### src/rtl/lcm_range_pkg.sv
// Shared types and constants for the LCM(1..N) sequencer.
// Optional feature macro: LCM_RANGE_CYCLE_CNT_EN (adds the cycles counter).
package lcm_range_pkg;

  localparam int DEFAULT_WIDTH   = 32;
  localparam int DEFAULT_N_WIDTH = 6;

  typedef enum logic [2:0] {
    IDLE = 3'd0,
    MOD  = 3'd1,
    STEP = 3'd2,
    NEXT = 3'd3,
    DONE = 3'd4
  } state_t;

  // Remainders are strictly below k < 2**n_width; one spare bit keeps the
  // running sum rr + rm (< 2k) representable without wrap.
  function automatic int rem_width(input int n_width);
    return n_width + 1;
  endfunction

endpackage

### src/rtl/lcm_range_seq_if.sv
// Start/done handshake bundle for lcm_range_seq.
// Carries the cycles port only when LCM_RANGE_CYCLE_CNT_EN is defined.
interface lcm_range_seq_if #(
  parameter int WIDTH   = 32,
  parameter int N_WIDTH = 6
) ();

  logic               start;
  logic [N_WIDTH-1:0] n_max;
  logic               busy;
  logic               done;
  logic [WIDTH-1:0]   result;
  logic               overflow;
`ifdef LCM_RANGE_CYCLE_CNT_EN
  logic [31:0]        cycles;
`endif

`ifdef LCM_RANGE_CYCLE_CNT_EN
  modport master (output start, n_max, input busy, done, result, overflow, cycles);
  modport slave  (input start, n_max, output busy, done, result, overflow, cycles);
`else
  modport master (output start, n_max, input busy, done, result, overflow);
  modport slave  (input start, n_max, output busy, done, result, overflow);
`endif

endinterface

### src/rtl/lcm_range_seq_mod_unit.sv
// Sequential restoring remainder: rem = dividend mod divisor.
// A go pulse loads the operands; the remainder is presented combinationally
// together with valid during the WIDTH-th processing cycle, so the caller
// can act on it without an extra register stage.
module lcm_mod_unit
  import lcm_range_pkg::*;
#(
  parameter int WIDTH   = DEFAULT_WIDTH,
  parameter int N_WIDTH = DEFAULT_N_WIDTH,
  localparam int RW     = rem_width(N_WIDTH)
) (
  input  logic               clk,
  input  logic               rst,
  input  logic               go,
  input  logic [WIDTH-1:0]   dividend,
  input  logic [N_WIDTH-1:0] divisor,
  output logic [RW-1:0]      rem,
  output logic               valid
);

  localparam int CW = $clog2(WIDTH + 1);

  logic [WIDTH-1:0]   shift_reg;
  logic [RW-1:0]      rem_reg;
  logic [N_WIDTH-1:0] div_reg;
  logic [CW-1:0]      cnt_reg;
  logic [RW:0]        trial;
  logic [RW-1:0]      rem_step;

  // One restoring step: bring in the next dividend bit, subtract if it fits.
  always_comb begin
    trial    = {rem_reg, shift_reg[WIDTH-1]};
    rem_step = trial[RW-1:0];
    if (trial >= {2'b00, div_reg}) begin
      rem_step = RW'(trial - {2'b00, div_reg});
    end
  end

  assign rem   = rem_step;
  assign valid = (cnt_reg == CW'(1));

  // Operand load on go, then one dividend bit per cycle, MSB first.
  always_ff @(posedge clk) begin
    if (rst) begin
      shift_reg <= '0;
      rem_reg   <= '0;
      div_reg   <= '0;
      cnt_reg   <= '0;
    end else if (go) begin
      shift_reg <= dividend;
      rem_reg   <= '0;
      div_reg   <= divisor;
      cnt_reg   <= CW'(WIDTH);
    end else if (cnt_reg != '0) begin
      shift_reg <= {shift_reg[WIDTH-2:0], 1'b0};
      rem_reg   <= rem_step;
      cnt_reg   <= cnt_reg - CW'(1);
    end
  end

endmodule

### src/rtl/lcm_range_seq.sv
// LCM(1..N) sequencer: r := lcm(r,k) for k = 2..N using a shift-subtract
// remainder and an accumulate loop (no divider, no multiplier).
// Define LCM_RANGE_CYCLE_CNT_EN to add the saturating cycles counter.
module lcm_range_seq
  import lcm_range_pkg::*;
#(
  parameter int WIDTH   = DEFAULT_WIDTH,
  parameter int N_WIDTH = DEFAULT_N_WIDTH
) (
  input  logic          clk,
  input  logic          rst,
  lcm_range_seq_if.slave bus
);

  localparam int RW = rem_width(N_WIDTH);

  state_t             state_reg, state_next;
  logic [N_WIDTH-1:0] n_reg, n_next;
  logic [N_WIDTH-1:0] k_reg, k_next;
  logic [WIDTH-1:0]   r_reg, r_next;
  logic [WIDTH-1:0]   acc_reg, acc_next;
  logic [RW-1:0]      rm_reg, rm_next;
  logic [RW-1:0]      rr_reg, rr_next;
  logic [WIDTH-1:0]   result_reg, result_next;
  logic               overflow_reg, overflow_next;

  logic               mod_go;
  logic [WIDTH-1:0]   mod_dividend;
  logic [N_WIDTH-1:0] mod_divisor;
  logic [RW-1:0]      mod_rem;
  logic               mod_valid;

  logic [WIDTH:0]     acc_sum;
  logic [RW-1:0]      rr_sum;
  logic [RW-1:0]      rr_new;

  lcm_mod_unit #(.WIDTH(WIDTH), .N_WIDTH(N_WIDTH)) u_mod (
    .clk      (clk),
    .rst      (rst),
    .go       (mod_go),
    .dividend (mod_dividend),
    .divisor  (mod_divisor),
    .rem      (mod_rem),
    .valid    (mod_valid)
  );

  // Next-state and datapath updates; acc tracks r*j, rr tracks (r*j) mod k.
  always_comb begin
    state_next    = state_reg;
    n_next        = n_reg;
    k_next        = k_reg;
    r_next        = r_reg;
    acc_next      = acc_reg;
    rm_next       = rm_reg;
    rr_next       = rr_reg;
    result_next   = result_reg;
    overflow_next = overflow_reg;
    mod_go        = 1'b0;
    mod_dividend  = r_reg;
    mod_divisor   = k_reg + N_WIDTH'(1);
    acc_sum       = {1'b0, acc_reg} + {1'b0, r_reg};
    rr_sum        = rr_reg + rm_reg;
    rr_new        = rr_sum;
    if (rr_sum >= RW'(k_reg)) begin
      rr_new = rr_sum - RW'(k_reg);
    end

    case (state_reg)
      IDLE, DONE: begin
        if (bus.start) begin
          n_next        = bus.n_max;
          r_next        = WIDTH'(1);
          k_next        = N_WIDTH'(2);
          overflow_next = 1'b0;
          if (bus.n_max <= N_WIDTH'(1)) begin
            result_next = WIDTH'(1);
            state_next  = DONE;
          end else begin
            mod_go       = 1'b1;
            mod_dividend = WIDTH'(1);
            mod_divisor  = N_WIDTH'(2);
            state_next   = MOD;
          end
        end
      end
      MOD: begin
        if (mod_valid) begin
          if (mod_rem == '0) begin
            state_next = NEXT;
          end else begin
            acc_next   = r_reg;
            rm_next    = mod_rem;
            rr_next    = mod_rem;
            state_next = STEP;
          end
        end
      end
      STEP: begin
        if (acc_sum[WIDTH]) begin
          overflow_next = 1'b1;
          result_next   = '0;
          state_next    = DONE;
        end else if (rr_new == '0) begin
          r_next     = acc_sum[WIDTH-1:0];
          state_next = NEXT;
        end else begin
          acc_next = acc_sum[WIDTH-1:0];
          rr_next  = rr_new;
        end
      end
      NEXT: begin
        if (k_reg == n_reg) begin
          result_next = r_reg;
          state_next  = DONE;
        end else begin
          k_next     = k_reg + N_WIDTH'(1);
          mod_go     = 1'b1;
          state_next = MOD;
        end
      end
      default: state_next = IDLE;
    endcase
  end

  // State and datapath registers; rst aborts any run without an output pulse.
  always_ff @(posedge clk) begin
    if (rst) begin
      state_reg    <= IDLE;
      n_reg        <= '0;
      k_reg        <= '0;
      r_reg        <= '0;
      acc_reg      <= '0;
      rm_reg       <= '0;
      rr_reg       <= '0;
      result_reg   <= '0;
      overflow_reg <= 1'b0;
    end else begin
      state_reg    <= state_next;
      n_reg        <= n_next;
      k_reg        <= k_next;
      r_reg        <= r_next;
      acc_reg      <= acc_next;
      rm_reg       <= rm_next;
      rr_reg       <= rr_next;
      result_reg   <= result_next;
      overflow_reg <= overflow_next;
    end
  end

  assign bus.busy     = (state_reg == MOD) || (state_reg == STEP) || (state_reg == NEXT);
  assign bus.done     = (state_reg == DONE);
  assign bus.result   = result_reg;
  assign bus.overflow = overflow_reg;

`ifdef LCM_RANGE_CYCLE_CNT_EN
  logic [31:0] cycles_reg;

  // Counts busy cycles of the current run; cleared on accept, frozen in DONE.
  always_ff @(posedge clk) begin
    if (rst) begin
      cycles_reg <= '0;
    end else if ((state_reg == IDLE || state_reg == DONE) && bus.start) begin
      cycles_reg <= '0;
    end else if (bus.busy && (cycles_reg != '1)) begin
      cycles_reg <= cycles_reg + 32'd1;
    end
  end

  assign bus.cycles = cycles_reg;
`endif

endmodule

### src/flat_wrapper.sv
// flat-port wrapper written by rule: the top's interface ports become plain ports
module lcm_range_seq_flat import lcm_range_pkg::*;
#(
  parameter int WIDTH   = DEFAULT_WIDTH,
  parameter int N_WIDTH = DEFAULT_N_WIDTH
)
  (clk, rst, bus_start, bus_n_max, bus_busy, bus_done, bus_result, bus_overflow);
  lcm_range_seq_if #(.WIDTH(WIDTH), .N_WIDTH(N_WIDTH)) bus_i ();
  input  logic clk;
  input  logic rst;
  input wire logic [$bits(bus_i.start)-1:0] bus_start;
  input wire logic [$bits(bus_i.n_max)-1:0] bus_n_max;
  output wire logic [$bits(bus_i.busy)-1:0] bus_busy;
  output wire logic [$bits(bus_i.done)-1:0] bus_done;
  output wire logic [$bits(bus_i.result)-1:0] bus_result;
  output wire logic [$bits(bus_i.overflow)-1:0] bus_overflow;
  assign bus_i.start = bus_start;
  assign bus_i.n_max = bus_n_max;
  assign bus_busy = bus_i.busy;
  assign bus_done = bus_i.done;
  assign bus_result = bus_i.result;
  assign bus_overflow = bus_i.overflow;
  lcm_range_seq #(.WIDTH(WIDTH), .N_WIDTH(N_WIDTH)) u_core (.clk(clk), .rst(rst), .bus(bus_i));
endmodule
### config.mk
export PLATFORM = sky130hd
export DESIGN_NAME = lcm_range_seq_flat
export DESIGN_NICKNAME = d
export VERILOG_FILES = /design/src/rtl/lcm_range_pkg.sv /design/src/rtl/lcm_range_seq_if.sv /design/src/rtl/lcm_range_seq_mod_unit.sv /design/src/rtl/lcm_range_seq.sv /design/src/flat_wrapper.sv
export SDC_FILE = /design/constraint.sdc
export NUM_CORES = 1
export LEC_CHECK = 0
export BUFFER_PORTS_ARGS = -buffer_cell sky130_fd_sc_hd__buf_2
export CAP_MARGIN = 5
export CORE_UTILIZATION = 50
export DETAILED_ROUTE_END_ITERATION = 10
export GPL_TIMING_DRIVEN = 0
export PLACE_DENSITY = 0.79
export SYNTH_ARGS = -nofsm -noshare
export SYNTH_HDL_FRONTEND = slang
export SYNTH_SLANG_ARGS = --single-unit
### constraint.sdc
create_clock -name clk -period 3.7 [get_ports clk]
set_clock_uncertainty 0.15 [all_clocks]
set_input_delay 0.555 -clock clk [delete_from_list [all_inputs] [get_ports clk]]
set_output_delay 0.555 -clock clk [all_outputs]
set_load 0.03 [all_outputs]
==> results.md <==
- # diodes: 0
- Final WS setup: -0.573 ns
- Core Util, Final: 64.2%
- Tot GR Track Use: 31.8%
- First-pass GRT wire length: a little over 50 mm
- Final hold vios: 0
- Least-Margin Pin Slew: between 1 and 1.5 ns
- Initial Util: 51.5%
- H-tree depth: 4
- Post-Syn Area: about 0.010 mm2
- Synth cell count leaders: dfxtp_1, nor2_1, nand2_1
- Period utilization: 115%
- Port Buf Inserts: 42
- Drt total wl: 32.7 mm
- Die W: 144 um
- Max Clock Freq: 0.234 GHz
- #FFs+latches synth: 177
- CP Data Arrival Time: 4.50 ns
- Largest net degree at the start of global routing: 17
- Met3 usage: 8.48%
- RD Place Congestion: 0.940
- Area contributors post-synth: dfxtp_1, ha_1, nor2_1
- Ys flop type: dfxtp_1
- Worst EP required: 3.93 ns
- Crit-path max FO: 5
- Category of the worst setup path launch point: register
- DRT iter0 DRCs: 1065
- Mapped Cells: 1236
- PwrDens: 630 mW/mm2
- Crit path kind: register to register
- Num CTS Buffers: 17
- Root Buffer Master: clkbuf_16
- Leakage power: 0.00495 uW
- Most frequent cell after synthesis: dfxtp_1
- Number of synthesized flops with an enable pin: 0
- Clock Pin Slew Worst Setup and Hold Paths: 0.07 ns
- Met2 Track Usage GR: 50.1%
- Post-DP Area: 0.0107 mm2
- Num rows: 51
- Net Count, Synth: 1303
- Slew Viols, Final: 0
- HP Class: input port to register
- Mux contribution to synthesized area: 5.48%
- Unrepaired setup endpoints after global routing: true
- R2R Setup Slk: -0.57 ns
- Register area share after synthesis: 35.0%
- Post-synth cell types: 74
- CTS Buffer Depth: 2
- Global route overflow: 0
- Fraction of synthesized cell area in xor and xnor cells: 3.63%
- Drt pass-1 iters: 7
- Insertion delay to the later sink of the worst-skew pair: 0.44 ns
- CTS tree: done
- Antenna viol nets, final: 0
- Worst relative slew slack: 24.6%
- Synth area leader: dfxtp_1
- Io pins: between 40 and 50
- Worst hold slack: 0.201 ns
- Crit end category: register
- Clock Sink Count: 177
- Chip height: 144 um
- Fin Setup TNS: -28.03 ns
- Failing checks: negative setup slack
- Yosys top cell area share: 35.0%
- Fraction of registers with async set/reset: 0%
- Max VDD drop: 0.429 mV
- Syn_area_per_cell: approximately 8 um2
- Share of layout cells above drive strength 1: 22.7%
- Vias per cell: 6.27
- Nets: ~1.4k
- Max cap viols: 0
- Busiest metal layer after global routing: met2
- Pre-CTS setup slack: -0.906 ns
- Compound-cell area share of the yosys netlist: between 20% and 30%
- Met1 Usage GRT: around 40%
- # setup viols final: 73
- WL/cell: approximately 20 um
- Simple-gate share of the synthesized area: 19.1%
- HPWL reported at the end of detailed placement: 20.9 mm
- Status: finished with violations
- Post-synthesis adder-cell area fraction: 7.47%
- Vias in the first global route: 9697
- Die ar.: 0.0208 mm2
- Final instance area: 0.0126 mm2
- Largest family of logic cells by synthesized area: compound AO/OA/AOI/OAI gates
- Area growth, synth to finish: 24.7%
- Initial antenna violation count: 0
- Residual DRC: 0
- Detailed-route via count: 10.2k
- Core Region: 0.0197 mm2
- Fin crit period: 4.27 ns
- Warnings, synthesis: 0
-- worst max-delay path, cell delays in order, from the launching register on --
cell      delay (ns)
dfxtp_2         0.36
ha_4            0.17
inv_2           0.04
fa_2            0.38
nor2b_4         0.13
o31a_1          0.18
a21oi_2         0.08
ha_4            0.30
o21ai_2         0.06
o21bai_1        0.15
a21o_1          0.16
or3b_4          0.40
a211oi_4        0.26
buf_4           0.17
o31ai_4         0.13
or4_4           0.51
or4b_1          0.47
nand3_1         0.09
-- report_power, final --
group          leakage (uW)  internal (uW)  switching [uW]
logic               0.00325           1710            2290
registers           0.00143           2080             166
clock network      0.000267            934             772
-- metal layers --
layer	vias up	wire length, um
li1	4662	-
met1	4839	13200
met2	541	14700
met3	138	3240
met4	0	1540
met5	-	0
-- layout by cell type (no fill, tap or decap), types with 8 or more instances in the layout --
master / instances
dfxtp_1: 169
nor2_1: 151
nand2_1: 131
a21oi_1: 75
clkbuf_1: 56
a211oi_1: 50
buf_2: 47
mux2i_1: 46
inv_1: 45
ha_1: 44
a31o_2: 32
buf_4: 31
o21ai_0: 29
xnor2_1: 25
nor3_1: 22
clkbuf_16: 21
nand3_1: 19
nor2_4: 18
a21o_1: 17
xor2_1: 16
a31oi_1: 16
buf_6: 14
a311oi_2: 13
nand4_1: 12
o211ai_1: 12
o21a_1: 10
o2bb2ai_1: 10
ha_4: 10
nor2b_1: 9
a21oi_2: 8
o21ai_2: 8
-- logic make-up (layout without fill, tap and decap cells) --
group	count (synthesis)	in the layout
and+or+nand+nor	428	428
AOI/OAI and AO/OA	352	353
DFF	177	177
buffers and inverters	125	247
adders and majority gates	58	58
muxes	54	54
xor gates and xnor gates	42	42
-- timing repair --
action,CTS,global route
setup endpoints to repair,104,110
pin swaps,30,37
resized for setup,140,64
cloned,7,0
hold buffers,0,0
setup buffers,32,16
-- final cells by class --
type                            instances  area [um2]
Buffer                                 74         404
Multi-Input combinational cell        935        6780
Inverter                               47         176
Clock buffer                           25         495
Sequential cell                       177        3560
Tap cell                              265         332
Fill cell                            1572        7040
Timing Repair Buffer                   94         817
Clock inverter                          7        52.6
-- through the flow --
step | power (uW) | std cells
after CTS | 7560 | 1614
final | 7950 | 1624
after global placement | 5060 | 1543
after detailed placement | 5120 | 1543
after global routing | 8290 | 1624
after floorplan | 4410 | 1236
-- final timing paths --
kind,startpoint,endpoint,depth (start not counted)
max,u_core.rr_reg[0]$_SDFFE_PP0P_,u_core.r_reg[31]$_SDFFE_PP0P_,17
min,bus_n_max[0],u_core.n_reg[0]$_SDFFE_PP0P_,3
max reg2reg,u_core.rr_reg[0]$_SDFFE_PP0P_,u_core.r_reg[31]$_SDFFE_PP0P_,17
min reg2reg,u_core.n_reg[4]$_SDFFE_PP0P_,u_core.n_reg[4]$_SDFFE_PP0P_,2
Note: power is estimated with default switching activity, not from simulation.
